## src/rtl/fetch_queue.sv

```systemverilog
// ============================================================================
// fetch_queue
//
// Instruction-fetch stage with a decoupling prefetch queue. The stage
// generates the fetch PC, reads a combinational instruction ROM, and buffers
// {pc, instr} pairs in a DEPTH-entry FIFO. Decode drains the FIFO through a
// valid/ready handshake. A redirect from execute flushes the FIFO and restarts
// fetch at redirect_pc. While the queue is empty, decode sees NOP_INSTR.
//
// Optional feature macro: FETCH_JAL_PREDICT_EN
//   When defined, a JAL that is being enqueued steers the next fetch to its
//   target (fetch_pc + J-immediate). When undefined, fetch is purely
//   sequential (fetch_pc + 4) and no opcode decode is built.
//
// Ports:
//   clk            in   1     clock, rising edge
//   rst            in   1     asynchronous reset, active low
//   imem_addr      out  XLEN  ROM address (= fetch PC)
//   imem_en        out  1     fetch accepted this cycle
//   imem_rdata     in   XLEN  ROM data for imem_addr, same cycle
//   redirect_valid in   1     flush queue, restart fetch
//   redirect_pc    in   XLEN  new fetch address
//   out_valid      out  1     head entry present
//   out_ready      in   1     decode accepts head entry
//   out_pc         out  XLEN  PC of head entry (fetch PC when empty)
//   out_instr      out  XLEN  instruction of head entry (NOP when empty)
//   occupancy      out  $clog2(DEPTH+1)  entries stored
// ============================================================================
module fetch_queue #(
    parameter int unsigned     XLEN      = 32,
    parameter int unsigned     DEPTH     = 4,
    parameter logic [XLEN-1:0] RESET_PC  = XLEN'(32'h0000_0000),
    parameter logic [XLEN-1:0] NOP_INSTR = XLEN'(32'h0000_0013)
) (
    input  logic                       clk,
    input  logic                       rst,
    output logic [XLEN-1:0]            imem_addr,
    output logic                       imem_en,
    input  logic [XLEN-1:0]            imem_rdata,
    input  logic                       redirect_valid,
    input  logic [XLEN-1:0]            redirect_pc,
    output logic                       out_valid,
    input  logic                       out_ready,
    output logic [XLEN-1:0]            out_pc,
    output logic [XLEN-1:0]            out_instr,
    output logic [$clog2(DEPTH+1)-1:0] occupancy
);

    localparam int unsigned PW = $clog2(DEPTH);
    localparam int unsigned CW = $clog2(DEPTH+1);

    // Architectural state
    logic [XLEN-1:0] fetch_pc_q, fetch_pc_d;
    logic [PW-1:0]   rd_ptr_q,   rd_ptr_d;
    logic [PW-1:0]   wr_ptr_q,   wr_ptr_d;
    logic [CW-1:0]   count_q,    count_d;

    // Queue storage; not reset, contents are only meaningful below count_q
    logic [XLEN-1:0] pc_mem  [DEPTH];
    logic [XLEN-1:0] ins_mem [DEPTH];

    logic            full;
    logic            empty;
    logic            push;
    logic            pop;
    logic [XLEN-1:0] next_pc;

    // ------------------------------------------------------------------
    // Next sequential / predicted fetch address
    // ------------------------------------------------------------------
`ifdef FETCH_JAL_PREDICT_EN
    logic            is_jal;
    logic [XLEN-1:0] jal_imm;

    // J-type immediate {imm[20], imm[10:1], imm[11], imm[19:12], 0},
    // sign-extended from imm[20] (instr bit 31).
    assign is_jal  = (imem_rdata[6:0] == 7'b1101111);
    assign jal_imm = {{(XLEN-20){imem_rdata[31]}},
                      imem_rdata[19:12],
                      imem_rdata[20],
                      imem_rdata[30:21],
                      1'b0};
    assign next_pc = is_jal ? (fetch_pc_q + jal_imm)
                            : (fetch_pc_q + XLEN'(4));
`else
    assign next_pc = fetch_pc_q + XLEN'(4);
`endif

    // ------------------------------------------------------------------
    // Per-cycle decisions and next-state
    // ------------------------------------------------------------------
    always_comb begin
        full  = (count_q == CW'(DEPTH));
        empty = (count_q == '0);

        // No bypass: a full queue never accepts a push, even alongside a pop.
        // The rst term keeps imem_en low for the whole reset assertion.
        push = !full && !redirect_valid && rst;
        pop  = !empty && out_ready && !redirect_valid;

        fetch_pc_d = fetch_pc_q;
        rd_ptr_d   = rd_ptr_q;
        wr_ptr_d   = wr_ptr_q;
        count_d    = count_q;

        if (redirect_valid) begin
            // Redirect wins over everything; the presented head is dropped.
            fetch_pc_d = redirect_pc;
            rd_ptr_d   = '0;
            wr_ptr_d   = '0;
            count_d    = '0;
        end else begin
            if (push) begin
                fetch_pc_d = next_pc;
                wr_ptr_d   = wr_ptr_q + PW'(1);
            end
            if (pop) begin
                rd_ptr_d = rd_ptr_q + PW'(1);
            end
            count_d = count_q + CW'(push) - CW'(pop);
        end
    end

    // ------------------------------------------------------------------
    // State registers
    // ------------------------------------------------------------------
    always_ff @(posedge clk or negedge rst) begin
        if (!rst) begin
            fetch_pc_q <= RESET_PC;
            rd_ptr_q   <= '0;
            wr_ptr_q   <= '0;
            count_q    <= '0;
        end else begin
            fetch_pc_q <= fetch_pc_d;
            rd_ptr_q   <= rd_ptr_d;
            wr_ptr_q   <= wr_ptr_d;
            count_q    <= count_d;
        end
    end

    // Storage write port; push is already low during reset
    always_ff @(posedge clk) begin
        if (push) begin
            pc_mem[wr_ptr_q]  <= fetch_pc_q;
            ins_mem[wr_ptr_q] <= imem_rdata;
        end
    end

    // ------------------------------------------------------------------
    // Outputs
    // ------------------------------------------------------------------
    assign imem_addr = fetch_pc_q;
    assign imem_en   = push;
    assign out_valid = !empty;
    assign out_pc    = empty ? fetch_pc_q : pc_mem[rd_ptr_q];
    assign out_instr = empty ? NOP_INSTR  : ins_mem[rd_ptr_q];
    assign occupancy = count_q;

endmodule

```

## config.mk

```make
export PLATFORM = sky130hd
export DESIGN_NAME = fetch_queue
export DESIGN_NICKNAME = d
export VERILOG_FILES = /design/src/rtl/fetch_queue.sv
export SDC_FILE = /design/constraint.sdc
export NUM_CORES = 1
export LEC_CHECK = 0
export ABC_AREA = 1
export CORE_MARGIN = 3
export CORE_UTILIZATION = 36
export DETAILED_ROUTE_END_ITERATION = 10
export DONT_BUFFER_PORTS = 1
export SLEW_MARGIN = 30
export SYNTH_ARGS = -nofsm -noshare
export SYNTH_HDL_FRONTEND = slang
export SYNTH_SLANG_ARGS = --single-unit
```

## constraint.sdc

```tcl
create_clock -name clk -period 5 [get_ports clk]
set_input_delay 1 -clock clk [delete_from_list [all_inputs] [get_ports clk]]
set_output_delay 1 -clock clk [all_outputs]
set_load 0.02 [all_outputs]
```

Yosys cells after proc, flatten, opt, wreduce, memory -nomap -nowiden
Memories as Yosys holds them, arrays and structs flattened.
Cells that the tools add are included.
Widths: inputs -> output; s select.
- bits in registers: 39
- memories kept: 2
- bits in writable memories: 256
- output and inout bits: 101
- word-level logic and storage cells: 33
- memory list (memory ; depth ; width ; read ports ; clocked after Yosys merged registers in ; write ports ; RTL line ; RTL):
    ins_mem ; 4 ; 32 ; 1 ; 0 ; 1 ; 60 ; logic [XLEN-1:0] ins_mem [DEPTH];
    pc_mem ; 4 ; 32 ; 1 ; 0 ; 1 ; 59 ; logic [XLEN-1:0] pc_mem [DEPTH];
- muxes and demuxes: 11
- add/subtract/negate cells: 5
- equal/unequal tests: 1
- reductions and logical operators: 10
- operator list (operator ; number):
    $mux 32 ; 4
    $add 32x3->32 const B ; 1
    $mux 2 ; 4
    $add 2x1->2 const B ; 2
    $logic_and 1x1->1 ; 4
    $reduce_bool 2->1 ; 2
    $add 3x1->3 ; 1
    $eq 3x3->1 const B ; 1
    $logic_not 1->1 ; 3
    $logic_not 3->1 ; 1
    $mux 3 ; 1
    $sub 3x1->3 ; 1
    $mux 1 ; 2

Logic depth before layout (Yosys ltp)
- depth after elaboration: 7
- depth in mapped cells: 12
- mapped depth without buffers: 11

Worst setup path after synthesis
OpenSTA, ideal clock, no wires.
- path kind: input-to-reg
- start point: input port redirect_valid
- end point: memory ins_mem[0][0], enable pin
- path slack: 569 ps
- setup time: 486 ps
- data required time: 4514 ps
- path buffers: 0
- arrival: 3945 ps
- stages on the path: 3
- path through: inv_2 nand3_4 nor2_1
- longest elaborated chain between the ends: 5
- ends and longest elaborated chain (item ; RTL line ; RTL):
    start, declared ; 40 ; input logic redirect_valid,
    $logic_not 1->1 ; 98 ; push = !full && !redirect_valid && rst;
    $logic_and 1x1->1 (2 in series) ; 98 ;
    $mux 1 ; 143 ; if (push) begin
    $mux 1 (not written as such) ; 145 ; ins_mem[wr_ptr_q] <= imem_rdata;
    end, declared ; 60 ;
No other way between the ends.

Worst setup path after layout
- start point: register count_q[1] (netlist: occupancy[1])
- end point: output port out_pc[30]
- longest elaborated chain between the ends: 2
- ends and longest elaborated chain (item ; RTL line ; RTL):
    start, declared ; 56 ; logic [CW-1:0] count_q, count_d;
    start signal, assigned ; 137 ; count_q <= count_d;
    $logic_not 3->1 ; 94 ; empty = (count_q == '0);
    $mux 32 ; 155 ; assign out_pc = empty ? fetch_pc_q : pc_mem[rd_ptr_q];
    end, declared ; 44 ; output logic [XLEN-1:0] out_pc,
No other way between the ends.

==> run summary <==
result of the run = complete, no violations
cell accounting for the most synthesized area = sky130_fd_sc_hd__edfxtp_1
fin cells = 1647
Post-synth ARST share = 13.2%
routed length per placed instance = 19.6 µm
combined area of all synthesized cells = 12800 µm²
fraction of final layout cells sized beyond drive strength 1 = 9.23%
DR iter-0 viols = 483
dominant cell by count in the synthesized netlist = sky130_fd_sc_hd__edfxtp_1
register area share after synthesis = 67.6%
data required time of the worst path = 4.00 ns
Remaining Overflow, GRT = 0
worst-path cell with the longest stage delay = sky130_fd_sc_hd__inv_2
clock tree from TritonCTS = yes
insertion delay of the later-clocked pin in the worst-skew pair = 0.55 ns
Arr. time, crit path = 2.68 ns
gpl congestion = 0.806
RSZ-0062 raised after global routing = false
standard-cell row count = 68
critical path depth = 5
post-CTS resize count = 0
worst hold path type = input pin to asynchronous set/reset pin
Setup Buffers After CTS = 0
final count of pins violating max slew = 0
ys flop type = sky130_fd_sc_hd__edfxtp_1
Synth area leaders = sky130_fd_sc_hd__edfxtp_1 (60%), sky130_fd_sc_hd__dfrtp_1 (7.6%), sky130_fd_sc_hd__nor2_1 (6.7%), sky130_fd_sc_hd__o21ai_0 (6.3%), sky130_fd_sc_hd__nand2_1 (5.0%)
multi-input gate area in the final layout = 3580 µm²
worst path buffer plus inverter count = 2
pin count of the biggest net entering global routing = 71
series of cell instances along the critical path = nor3_4 -> inv_2 -> buf_4 -> nand2_1 -> o21ai_0
number of setup violations in the final report = 0
element type at the critical path end = primary output
die height = 195 µm
Storage cell area = 8670 µm²
share of the synthesized area in the top cell type = 60.0%
total negative setup slack = 0 ns
routed vias/inst = 5.17
Peak VDD IR = 366 µV
number of antenna violations at the first check in global routing = 1
largest driver fanout on the critical path = 40
post-synthesis sequential element count = 295
detailed-route DRC error count = 0
crit-path max cell delay = 0.63 ns
dominant delay contributor by cell family on the critical path = buffers and inverters
transition time of the tightest slew-check pin = 0.867 ns
total of max-cap violations = 0
number of buffers inserted by hold repair at cts = 0
count of flip-flops with a built-in enable after synthesis = 256
Reg2Reg Depth = 11
drt first pass iters = 5
antenna cell count = 0
kind of start point of the critical path = flop
pre-CTS setup slack = 1.87 ns
IO Port Bufs = 0
total via count in the routed design = 8523
synth cell count leaders = sky130_fd_sc_hd__edfxtp_1 (256), sky130_fd_sc_hd__nor2_1 (230), sky130_fd_sc_hd__nand2_1 (171)
count of clock tree sinks = 295
power density relative to cell area = 509 nW/µm²
GRT Overall Usage = 16.5%
min cycle time layout = 3.68 ns
Floorplan Core Area = 34800 µm²
detailed-route wire length = 32200 µm
Synth Area per Inst = 10.9 µm²
Clk Tree Root Cell = sky130_fd_sc_hd__clkbuf_16
growth of design area from synthesis to finish = 11.4%
via count of the first global-routing pass = 8206
Initial Utilization = 36.8%
half-perimeter wire length after detailed placement = 19700 µm
library cells used by synthesis = 34
f_max = 272 MHz
number of top-level design ports = 169
largest clock skew in the final design = 0.00973 ns
count of filler cells inserted in the layout = 3295
critical setup path kind = flop to primary output
clock slew at the register clock pins of the worst setup and hold paths = 0.06 ns
Setup WS post-layout = 1.32 ns
leakage power figure = 5.05 nW
core occupancy in the finished layout = 41.0%
total clock buffers created by CTS = 31
final period utilization = 73.5%
ANT nets after route = 0
final hold violations = 0
synth warn = 0
H-Tree Depth = 1
cell count after synthesis = 1178
Post-Place Cells = 1589
wire length of the first global-routing pass = 49600 µm
full die area = 37900 µm²
number of nets at the end of the flow = 1244
Syn Nets = 1254
maximum number of buffers from clock root to sink = 3
Slew headroom = 42.1%
horizontal extent of the die = 195 µm
==> metrics by stage <==
step / hold slack (ns) / instance area (µm²) / power (W)
floorplan: 0.562 / 12800 / 0.00465
global placement: 0.588 / 13300 / 0.00511
detailed placement: 0.605 / 13300 / 0.00514
CTS: 0.102 / 14300 / 0.00735
global route: 0.0984 / 14300 / 0.00765
finish: 0.140 / 14300 / 0.00726
==> state kept, by name, summed over array words and instances, names as in the netlist <==
name and flops:
pc_mem 128, wr_ptr_q 2, imem_addr 32, occupancy 3
rd_ptr_q 2, ins_mem 128
==> report_power, final <==
group / internal, W / total, W / switching (W)
clock network: 0.00131 / 0.00220 / 0.000891
logic: 0.000413 / 0.00191 / 0.00150
registers: 0.00291 / 0.00315 / 0.000239
total: 0.00463 / 0.00726 / 0.00263
==> final cells by class <==
cell class	instances	area share (%)
clock buffer	43	6.10
clock inverter	14	0.815
inverter	71	1.88
multi-input combinational	750	25.1
sequential	295	60.7
tap	455	3.99
timing repair buffer	19	1.40
==> cells in the final DEF, fill, tap and decap left out, types with 2 or more instances in the layout <==
cell	count
sky130_fd_sc_hd__a21oi_1	31
sky130_fd_sc_hd__buf_12	4
sky130_fd_sc_hd__buf_4	14
sky130_fd_sc_hd__bufinv_16	2
sky130_fd_sc_hd__clkbuf_1	7
sky130_fd_sc_hd__clkbuf_16	31
sky130_fd_sc_hd__clkbuf_8	5
sky130_fd_sc_hd__clkinv_1	7
sky130_fd_sc_hd__clkinv_2	4
sky130_fd_sc_hd__clkinvlp_4	2
sky130_fd_sc_hd__dfrtp_1	37
sky130_fd_sc_hd__edfxtp_1	256
sky130_fd_sc_hd__ha_1	7
sky130_fd_sc_hd__inv_1	63
sky130_fd_sc_hd__inv_2	7
sky130_fd_sc_hd__nand2_1	171
sky130_fd_sc_hd__nand2_2	6
sky130_fd_sc_hd__nand2_4	3
sky130_fd_sc_hd__nand3_1	50
sky130_fd_sc_hd__nand4_1	2
sky130_fd_sc_hd__nor2_1	226
sky130_fd_sc_hd__nor2_2	7
sky130_fd_sc_hd__nor2_4	11
sky130_fd_sc_hd__o211ai_1	3
sky130_fd_sc_hd__o211ai_2	3
sky130_fd_sc_hd__o21ai_0	161
sky130_fd_sc_hd__o21ai_1	18
sky130_fd_sc_hd__o21ai_2	4
sky130_fd_sc_hd__o22ai_1	33
sky130_fd_sc_hd__o311ai_1	3
sky130_fd_sc_hd__xor2_1	4
==> final timing paths <==
kind	startpoint	endpoint	slack [ns]
min reg2reg	wr_ptr_q[1]$_DFFE_PN0N_	wr_ptr_q[1]$_DFFE_PN0N_	0.61
min in group clk	imem_rdata[8]	ins_mem[3][8]$_DFFE_PP_	0.54
max	occupancy[1]$_DFF_PN0_	out_pc[30]	1.32
min	rst	imem_addr[23]$_DFFE_PN0N_	0.14
max in group asynchronous	rst	rd_ptr_q[0]$_DFFE_PN0P_	4.74
max reg2reg	occupancy[1]$_DFF_PN0_	occupancy[2]$_DFF_PN0_	2.14
==> layer usage <==
layer	global-route usage [%]	vias to the layer above	routed length, µm
li1	-	4057	-
met1	22.2	4157	13700
met2	27.6	259	15600
met3	3.78	48	2290
met4	3.64	2	605
met5	0	-	15
==> kinds of logic (layout without fill, tap and decap cells) <==
logic type | count (synthesis) | count (layout) | share of synthesized area (%)
AOI/OAI and AO/OA | 256 | 256 | 10.8
xor gates and xnor gates | 5 | 5 | 0.342
adders and majority gates | 8 | 8 | 0.840
buffers and inverters | 133 | 147 | 4.72
DFF | 295 | 295 | 67.6
and+or+nand+nor | 481 | 481 | 15.7
Note: power is estimated with default switching activity, not from simulation.
